`config.mk`:
```
export PLATFORM = sky130hd
export DESIGN_NAME = muldiv_ctrl
export DESIGN_NICKNAME = d
export VERILOG_FILES = /design/src/rtl/muldiv_pkg.sv /design/src/rtl/muldiv_step.sv /design/src/rtl/muldiv_ctrl.sv
export SDC_FILE = /design/constraint.sdc
export NUM_CORES = 1
export LEC_CHECK = 0
export BUFFER_PORTS_ARGS = -buffer_cell sky130_fd_sc_hd__buf_2
export CAP_MARGIN = 25
export CORE_ASPECT_RATIO = 0.75
export CORE_MARGIN = 2
export CORE_UTILIZATION = 44
export CTS_BUF_LIST = sky130_fd_sc_hd__clkbuf_4 sky130_fd_sc_hd__clkbuf_8
export DETAILED_ROUTE_END_ITERATION = 6
export SLEW_MARGIN = 20
export SYNTH_ARGS = -nofsm -noshare
export SYNTH_HDL_FRONTEND = slang
export SYNTH_HIERARCHICAL = 1
export SYNTH_SLANG_ARGS = --single-unit
```
`constraint.sdc`:
```
create_clock -name clk -period 9.6 [get_ports clk]
set_input_delay 0.96 -clock clk [delete_from_list [all_inputs] [get_ports clk]]
set_output_delay 0.96 -clock clk [all_outputs]
set_load 0.01 [all_outputs]
```
`src/rtl/muldiv_pkg.sv`:
```
// muldiv_pkg: shared widths, op codes and state encodings for the mul/div sequencer.
package muldiv_pkg;
    localparam int XLEN = 32;
    localparam int ITER = 32;
    localparam int CW   = $clog2(ITER);
    localparam int AW   = 2*XLEN+1;
    localparam logic [1:0] OP_MULT  = 2'b00;
    localparam logic [1:0] OP_MULTU = 2'b01;
    localparam logic [1:0] OP_DIV   = 2'b10;
    localparam logic [1:0] OP_DIVU  = 2'b11;
    localparam logic [1:0] S_IDLE = 2'd0;
    localparam logic [1:0] S_RUN  = 2'd1;
    localparam logic [1:0] S_FIX  = 2'd2;
    function automatic logic [XLEN-1:0] mag(input logic [XLEN-1:0] v, input logic sgn);
        return (sgn && v[XLEN-1]) ? -v : v;
    endfunction
endpackage

```
`src/rtl/muldiv_step.sv`:
```
// muldiv_step: one radix-2 iteration -- shift-add for multiply, restoring trial-subtract for divide.
module muldiv_step
    import muldiv_pkg::*;
(
    input  logic [AW-1:0]   acc,
    input  logic [XLEN-1:0] opnd,
    input  logic            div,
    output logic [AW-1:0]   acc_n
);
    logic [XLEN:0]   sum;
    logic [XLEN+1:0] diff;
    always_comb begin
        sum   = acc[AW-1:XLEN] + {1'b0, acc[0] ? opnd : {XLEN{1'b0}}};
        diff  = {1'b0, acc[AW-2:XLEN-1]} - {2'b00, opnd};
        acc_n = div ? (diff[XLEN+1] ? {acc[AW-2:0], 1'b0} : {diff[XLEN:0], acc[XLEN-2:0], 1'b1})
                    : {1'b0, sum, acc[XLEN-1:1]};
    end
endmodule

```
`src/rtl/muldiv_ctrl.sv`:
```
// muldiv_ctrl: HI/LO owner and sequencer for MULT/MULTU/DIV/DIVU, fixed 34-cycle latency by default.
// Define MULDIV_EARLY_OUT_EN to let multiplies finish once the remaining multiplier bits are zero.
module muldiv_ctrl
    import muldiv_pkg::*;
(
    input  logic            clk,
    input  logic            reset,
    input  logic            start,
    input  logic [1:0]      op,
    input  logic [XLEN-1:0] opa,
    input  logic [XLEN-1:0] opb,
    input  logic            hilo_read,
    input  logic [1:0]      hilo_we,
    input  logic [XLEN-1:0] hilo_wdata,
    output logic            busy,
    output logic            stall,
    output logic            done,
    output logic [XLEN-1:0] hi,
    output logic [XLEN-1:0] lo
);
    logic [1:0]        state_q, state_d;
    logic [CW-1:0]     count_q, count_d;
    logic [AW-1:0]     acc_q, acc_d, acc_n;
    logic [XLEN-1:0]   opnd_q, opnd_d, hi_q, hi_d, lo_q, lo_d, ma, mb;
    logic              div_q, div_d, neg_quo_q, neg_quo_d, neg_rem_q, neg_rem_d, sgn;
    logic [2*XLEN-1:0] prod;
`ifdef MULDIV_EARLY_OUT_EN
    logic [XLEN-1:0]   rem_mask;
    assign rem_mask = {XLEN{1'b1}} >> ({1'b0, count_q} + 1'b1);
`endif

    muldiv_step u_step (.acc(acc_q), .opnd(opnd_q), .div(div_q), .acc_n(acc_n));

    always_comb begin
        sgn       = ~op[0];
        ma        = mag(opa, sgn);
        mb        = mag(opb, sgn);
        prod      = neg_quo_q ? -acc_q[2*XLEN-1:0] : acc_q[2*XLEN-1:0];
        state_d   = state_q;
        count_d   = count_q;
        acc_d     = acc_q;
        opnd_d    = opnd_q;
        div_d     = div_q;
        neg_quo_d = neg_quo_q;
        neg_rem_d = neg_rem_q;
        hi_d      = hi_q;
        lo_d      = lo_q;
        if (state_q == S_IDLE && start) begin
            state_d   = S_RUN;
            count_d   = '0;
            div_d     = op[1];
            acc_d     = {{(XLEN+1){1'b0}}, op[1] ? ma : mb};
            opnd_d    = op[1] ? mb : ma;
            neg_quo_d = sgn & (opa[XLEN-1] ^ opb[XLEN-1]);
            neg_rem_d = sgn & opa[XLEN-1];
        end else if (state_q == S_IDLE) begin
            hi_d = hilo_we[1] ? hilo_wdata : hi_q;
            lo_d = hilo_we[0] ? hilo_wdata : lo_q;
        end else if (state_q == S_RUN) begin
            acc_d   = acc_n;
            count_d = count_q + 1'b1;
            state_d = (count_q == CW'(ITER-1)) ? S_FIX : S_RUN;
`ifdef MULDIV_EARLY_OUT_EN
            // remaining iterations would only shift right; do the shift in one go
            if (!div_q && (acc_n[XLEN-1:0] & rem_mask) == '0) begin
                acc_d   = acc_n >> (CW'(ITER-1) - count_q);
                state_d = S_FIX;
            end
`endif
        end else begin
            state_d = S_IDLE;
            hi_d    = div_q ? (neg_rem_q ? -acc_q[2*XLEN-1:XLEN] : acc_q[2*XLEN-1:XLEN]) : prod[2*XLEN-1:XLEN];
            lo_d    = div_q ? (neg_quo_q ? -acc_q[XLEN-1:0] : acc_q[XLEN-1:0]) : prod[XLEN-1:0];
        end
    end

    always_ff @(posedge clk) begin
        if (reset) begin
            state_q   <= S_IDLE;
            count_q   <= '0;
            acc_q     <= '0;
            opnd_q    <= '0;
            div_q     <= 1'b0;
            neg_quo_q <= 1'b0;
            neg_rem_q <= 1'b0;
            hi_q      <= '0;
            lo_q      <= '0;
        end else begin
            state_q   <= state_d;
            count_q   <= count_d;
            acc_q     <= acc_d;
            opnd_q    <= opnd_d;
            div_q     <= div_d;
            neg_quo_q <= neg_quo_d;
            neg_rem_q <= neg_rem_d;
            hi_q      <= hi_d;
            lo_q      <= lo_d;
        end
    end

    assign busy  = state_q != S_IDLE;
    assign stall = busy & (start | hilo_read | (|hilo_we));
    assign done  = state_q == S_FIX;
    assign hi    = hi_q;
    assign lo    = lo_q;
endmodule

```
==> flow_metrics.py, run 1 <==
metrics = {
    "setup_path": {
        "reg2reg_setup_slack_ns": 5.87,
        "critical_path_class": "reg2reg",
        "r2r_cells": 15,
        "timing.rr.start": "acc_q[0]",
        "cp-start-kind": "register",
        "crit_required_ns": 10.03,
        "end_kind": "register",
        "worstPathArrival_ns": 4.16,
        "reg2reg_to": "acc_q[57]",
        "crit_fanout": 32,
    },
    "floorplan": {
        "start_util_pct": 44.7,
        "rows": 58,
        "die_h_um": 164,
        "die_w_um": 217,
        "ios": 171,
        "core_mm2": 0.0336,
        "dieArea_mm2": 0.0357,
    },
    "timing": {
        "finalHoldViolCount": 0,
        "maxSlewViolCount": 0,
        "finalCriticalPeriod_ns": 3.73,
        "fin_crit_sh_pct": 38.9,
        "grt_setup_unrepaired": "no",
        "setup_viol": 0,
        "max_freq_mhz": 268,
        "slew_headroom_pct": 29.1,
        "timing.setup.tns_ns": 0,
        "hold_slack_ns": 0.460,
        "clock_skew_ns": 0.0281,
        "tightestPinTransition_ns": 1.06,
    },
    "outcome": {
        "outcome": "finished clean",
    },
    "power": {
        "ir_worst_vdd_mv": 0.0758,
        "power.density_mw_per_mm2": 127,
        "p_leak_nw": 6.66,
        "power_mw": 2.10,
    },
    "finish": {
        "syn_to_final_growth_pct": 9.93,
        "nets": 2285,
        "drive_gt1_share_pct": 14.2,
        "final_util_pct": 49.2,
        "layout_commonest_cell": "nand2_1",
        "layout_common_cells": "nand2_1 (233), a21oi_1 (175), dfxtp_1 (170), buf_2 (170), nor2_1 (161)",
        "fin_cells": 2572,
    },
    "synth": {
        "post_synth_num_cell_types": 91,
        "synth_edf_count": 0,
        "syn-instance-count": 2018,
        "synth.cell_area_mm2": 0.0150,
        "yosysSeqAreaShare_pct": 22.8,
        "avgSynthCellArea_um2": 7.45,
        "yosys-top-cells-area": "dfxtp_1 (23%), a21oi_1 (5.9%), ha_1 (5.8%)",
        "ys_ff_latch": 171,
        "syn-num-nets": 2194,
        "synthArstFlopShare_pct": 0,
        "ys_warn_count": 6,
        "ys.flop_type": "dfxtp_1",
        "synth_top_cell_area_share_pct": 22.8,
        "yosysTopAreaCell": "dfxtp_1",
    },
    "cts": {
        "cts_tree": "done",
        "cts_setup_buffers": 0,
        "clkLatencyLatePin_ns": 0.51,
        "cts.sinks": 171,
        "cts_root_buf": "clkbuf_8",
        "ctsHoldBuffers": 0,
        "numCtsBuffers": 17,
        "clk_path_buf_depth": 2,
        "cts_max_level": 4,
        "post_cts_resized": 0,
        "clk_pin_slew_ns": 0.12,
    },
    "place": {
        "finalWeightedCongestion": 1.00,
        "dp_cells": 2540,
        "io_buffers": 170,
        "dp_hpwl_mm": 44.9,
    },
    "global_routing": {
        "first_global_vias": 14200,
        "grt_pass1_wl_mm": 87.8,
        "grt_max_degree": 80,
        "grt_use_total_pct": 32.0,
        "antenna_found_initial": 0,
        "gr-total-overflow": 0,
    },
    "hold_path": {
        "hp-start": "lo[17]",
        "hold_path_class": "reg2reg",
        "worstHoldEndpoint": "lo[17]",
        "min_path_cells": 2,
    },
    "detailed_routing": {
        "drt_iter0_markers": 2293,
        "dr.pass1.iters": 7,
        "drtAntennaViolNets": 0,
        "routed_wirelength_mm": 58.8,
        "vias": 16400,
        "drc_errors": 0,
        "viasPerCell": 6.39,
        "wl_per_cell_um": 22.9,
    },
    "flow_run": {
        "max_cap_violations": 0,
    },
}
-- logic make-up (layout without fill, tap and decap cells) --
| kind of cell | after synthesis | in the layout | synth area share, % |
|---|---|---|---|
| AO/OA/AOI/OAI | 641 | 641 | 28.2 |
| other | 0 | 1 | 0 |
| adder cells (fa/ha/maj) | 72 | 72 | 6.10 |
| XOR/XNOR | 163 | 163 | 9.50 |
| buffers and inverters | 189 | 292 | 5.06 |
| multiplexers | 75 | 75 | 5.31 |
| AND/OR/NAND/NOR | 707 | 707 | 23.1 |
| flip-flops | 171 | 171 | 22.8 |
-- worst max-delay path by stage --
| stage | from | to | slack (ns) | depth (start not counted) |
|---|---|---|---|---|
| 2_1_floorplan | acc_q[0] | acc_q[56] | 6.47 | 14 |
| 3_3_place_gp | acc_q[0] | acc_q[52] | 6.02 | 13 |
| 3_5_place_dp | acc_q[0] | acc_q[57] | 5.96 | 15 |
| 4_1_cts | acc_q[0] | acc_q[57] | 5.92 | 15 |
| 5_1_grt | acc_q[0] | acc_q[57] | 5.57 | 15 |
| 6_report | acc_q[0] | acc_q[57] | 5.87 | 15 |
-- registers in the layout (all words and copies together), names as in the netlist --
name       count
acc_q         65
hi            32
lo            32
opnd_q        32
count_q        5
state_q        2
div_q          1
neg_quo_q      1
neg_rem_q      1
-- report_power, final --
group          internal, mW  switching [mW]
Combinational         0.269           0.457
Sequential            0.755          0.0788
Clock                 0.195           0.341
Total                  1.22           0.877
-- Yosys cell counts (all sizes together), types with 38 or more instances --
master and count:
nor2 164, nand3 47, dfxtp 171, nand2 233, o21ai 142, clkbuf 104
xor2 63, a21oi 180, mux2 38, a221oi 44, xnor2 100, and2 40
nor3 53, ha 70, inv 67
-- worst max-delay path, stage by stage (launching register included) --
cell	delay [ns]
dfxtp_1	0.51
buf_4	0.36
and2_1	0.18
ha_1	0.21
fa_1	0.26
a211oi_1	0.11
o211a_1	0.26
nor3_1	0.39
o21ai_1	0.17
a21oi_1	0.32
nand2b_1	0.20
a21o_1	0.14
a2111oi_0	0.09
a221oi_1	0.26
nand2_1	0.08
a21oi_1	0.12
-- final cells by class --
cell class	instances	area, µm²
Fill cell	3425	17100
Clock inverter	14	153
Timing Repair Buffer	191	1010
Antenna cell	1	2.50
Tap cell	450	563
Inverter	70	263
Clock buffer	17	234
Multi-Input combinational cell	1658	10900
Sequential cell	171	3430
-- through the flow --
| stage | cell area, µm² | worst slack [ns] |
|---|---|---|
| after floorplan | 15000 | 6.47 |
| after global placement | 16100 | 6.02 |
| after detailed placement | 16100 | 5.96 |
| after CTS | 16500 | 5.92 |
| after global routing | 16500 | 5.57 |
| final | 16500 | 5.87 |
-- routing by layer --
metal / share of wire (%) / GRT usage [%] / wire (µm) / vias to the layer above
met5: 0 / 0 / 0 / -
met4: 2.5 / 8.22 / 1460 / 0
met3: 9.8 / 5.00 / 5740 / 88
met2: 40 / 45.0 / 23500 / 903
met1: 48 / 49.7 / 28200 / 7825
li1: - / - / - / 7629
(Power assumes the default switching activity.)
==> run 2: changes to the inputs <==
Settings changed: ABC_AREA set to 1.
Clock period 9.6 ns to 3.1 ns, I/O delays scaled along.
==> flow_metrics.py, run 2 <==
metrics = {
    "outcome": {
        "outcome": "finished clean",
    },
    "setup_path": {
        "critical_path_class": "reg2reg",
        "r2r_cells": 14,
        "worstPathArrival_ns": 3.42,
        "reg2reg_setup_slack_ns": 0.14,
        "reg2reg_to": "acc_q[58]",
        "end_kind": "register",
        "cp-start-kind": "register",
        "timing.rr.start": "opnd_q[19]",
        "crit_required_ns": 3.56,
        "crit_fanout": 33,
    },
    "flow_run": {
        "max_cap_violations": 0,
    },
    "cts": {
        "cts.sinks": 171,
        "cts_max_level": 4,
        "clk_path_buf_depth": 2,
        "numCtsBuffers": 17,
        "clkLatencyLatePin_ns": 0.52,
        "cts_tree": "done",
        "ctsHoldBuffers": 0,
        "cts_root_buf": "clkbuf_8",
        "clk_pin_slew_ns": 0.12,
    },
    "place": {
        "finalWeightedCongestion": 0.979,
        "place_ws_ns": 0.162,
        "io_buffers": 170,
        "dp_hpwl_mm": 63.1,
    },
    "synth": {
        "ys_ff_latch": 171,
        "synth_mux_area_share_pct": 0,
        "synth_fa_ha_area_share_pct": 5.11,
        "synth_edf_count": 0,
        "yosys-top-cells-area": "nand2_1 (22%), dfxtp_1 (19%), inv_1 (8.9%)",
        "synth.cell_area_mm2": 0.0179,
        "syn-instance-count": 3231,
        "synth_xor_area_share_pct": 3.27,
        "ys.flop_type": "dfxtp_1",
        "synth-compound-area-share_pct": 17.3,
        "synth_top_cell_area_share_pct": 21.5,
        "yosysTopAreaCell": "nand2_1",
        "avgSynthCellArea_um2": 5.55,
        "synthArstFlopShare_pct": 0,
        "ys_warn_count": 6,
        "syn-num-nets": 3407,
        "yosys.area_share.simple_pct": 42.8,
        "post_synth_num_cell_types": 52,
        "synth_top_family_by_area": "simple AND/OR/NAND/NOR gates",
        "yosysMostFrequentCell": "nand2_1",
        "yosys-top-cells-count": "nand2_1 (1029), inv_1 (425), nand3_1 (305), nor2_1 (273), a21oi_1 (246)",
        "yosysSeqAreaShare_pct": 19.1,
    },
    "timing": {
        "setup_viol": 0,
        "timing.setup.tns_ns": 0,
        "fin_crit_sh_pct": 95.5,
        "postLayoutSetupSlackWorst_ns": 0.139,
        "finalHoldViolCount": 0,
        "tightestPinTransition_ns": 0.836,
        "clock_skew_ns": 0.0250,
        "slew_headroom_pct": 44.2,
        "max_freq_mhz": 338,
        "grt_setup_unrepaired": "no",
        "maxSlewViolCount": 0,
        "finalCriticalPeriod_ns": 2.96,
    },
    "global_routing": {
        "gr-total-overflow": 0,
        "grt_pass1_wl_mm": 115,
        "first_global_vias": 19100,
        "antenna_found_initial": 0,
        "grt_max_degree": 74,
        "grt_use_total_pct": 35.6,
    },
    "finish": {
        "drive_gt1_share_pct": 10.8,
        "antennaDiodeCount": 0,
        "syn_to_final_growth_pct": 10.0,
        "largest-register": "acc_q",
        "largest_register_ffs": 65,
        "layout_commonest_cell": "nand2_1",
        "nets": 3528,
        "fillers": 4429,
        "final_util_pct": 48.7,
        "layout_common_cells": "nand2_1 (1028), inv_1 (424), nand3_1 (305)",
    },
    "hold_path": {
        "min_path_cells": 3,
        "worstHoldEndpoint": "lo[6]",
        "hp-start": "hilo_wdata[6]",
        "hold_path_class": "in2reg",
    },
    "floorplan": {
        "core_mm2": 0.0405,
        "start_util_pct": 44.3,
        "dieArea_mm2": 0.0424,
        "rows": 64,
        "ios": 171,
        "die_w_um": 237,
        "die_h_um": 179,
    },
    "detailed_routing": {
        "wl_per_cell_um": 20.0,
        "drt_iter0_markers": 2845,
        "vias": 22100,
        "drc_errors": 0,
        "dr.pass1.iters": 5,
        "routed_wirelength_mm": 77.8,
        "viasPerCell": 5.68,
        "drtAntennaViolNets": 0,
    },
    "power": {
        "p_leak_nw": 10.4,
        "ir_worst_vdd_mv": 0.280,
        "power.density_mw_per_mm2": 362,
    },
}
==> run 2: cell count changes after synthesis, sizes merged, moves of 81 or more <==
| cell | previous run | this run |
|---|---|---|
| nand3 | 47 | 309 |
| nor2 | 164 | 305 |
| o21ai | 142 | 239 |
| xnor2 | 100 | 19 |
| nand2 | 233 | 1043 |
| inv | 67 | 446 |
==> run 2: repair_timing <==
item	CTS	global route
setup endpoints to repair	0	2
buffers inserted	0	0
gates resized for setup	0	2
==> run 2: cell type report <==
| type | count | area [µm²] | area share [%] |
|---|---|---|---|
| inverters | 447 | 1680 | 8.50 |
| clock inverters | 14 | 165 | 0.837 |
| clock buffers | 18 | 248 | 1.26 |
| flip-flops and latches | 171 | 3430 | 17.4 |
| well taps | 528 | 661 | 3.35 |
| repair buffers | 220 | 1260 | 6.40 |
| multi-input cells | 2495 | 12300 | 62.3 |
==> run 2: cells by family after synthesis <==
logic type	after synthesis
adder cells (fa/ha/maj)	72
AO/OA/AOI/OAI	569
XOR/XNOR	67
AND/OR/NAND/NOR	1787
flip-flops	171
buffers and inverters	565
==> run 2: through the flow <==
step | hold slack, ns | power, mW | cell area, µm² | cells
4_1_cts | 0.0641 | 7.06 | 19700 | 3893
5_1_grt | 0.0792 | 7.50 | 19700 | 3893
3_3_place_gp | 0.452 | 5.36 | 19300 | 3861
6_report | 0.0850 | 7.14 | 19700 | 3893
3_5_place_dp | 0.463 | 5.37 | 19300 | 3861
2_1_floorplan | 0.445 | 4.40 | 17900 | 3231
==> run 2: worst max-delay path by stage <==
stage | startpoint | to | slack, ns | cells after the start
floorplan | acc_q[0] | acc_q[41] | 0.61 | 16
global placement | opnd_q[19] | acc_q[58] | 0.16 | 14
detailed placement | opnd_q[19] | acc_q[58] | 0.16 | 14
CTS | opnd_q[19] | acc_q[58] | 0.15 | 14
global route | acc_q[31] | acc_q[62] | 0.01 | 17
finish | opnd_q[19] | acc_q[58] | 0.14 | 14
==> run 2: layer usage <==
metal	vias up	track usage, %	routed length [µm]
met5	-	0	0
met4	0	8.99	1700
met3	82	6.50	8580
met2	1246	51.0	31000
met1	10100	54.0	36500
li1	10600	-	-
==> run 2: report_power, final <==
group	switching (mW)	internal [mW]	total [mW]
clock network	1.07	0.638	1.71
logic	1.97	0.858	2.83
registers	0.223	2.37	2.60
total	3.27	3.87	7.14
==> run 2: worst max-delay path: stages, from the launching register on <==
cell,delay (ns)
dfxtp_1,0.52
inv_1,0.08
ha_1,0.39
nand2_1,0.17
inv_1,0.07
a21oi_2,0.21
o21bai_4,0.10
a21oi_4,0.38
nand2_8,0.08
buf_12,0.19
nand3_1,0.18
nand2_1,0.19
nand2_1,0.10
nand2_1,0.05
a21oi_1,0.16
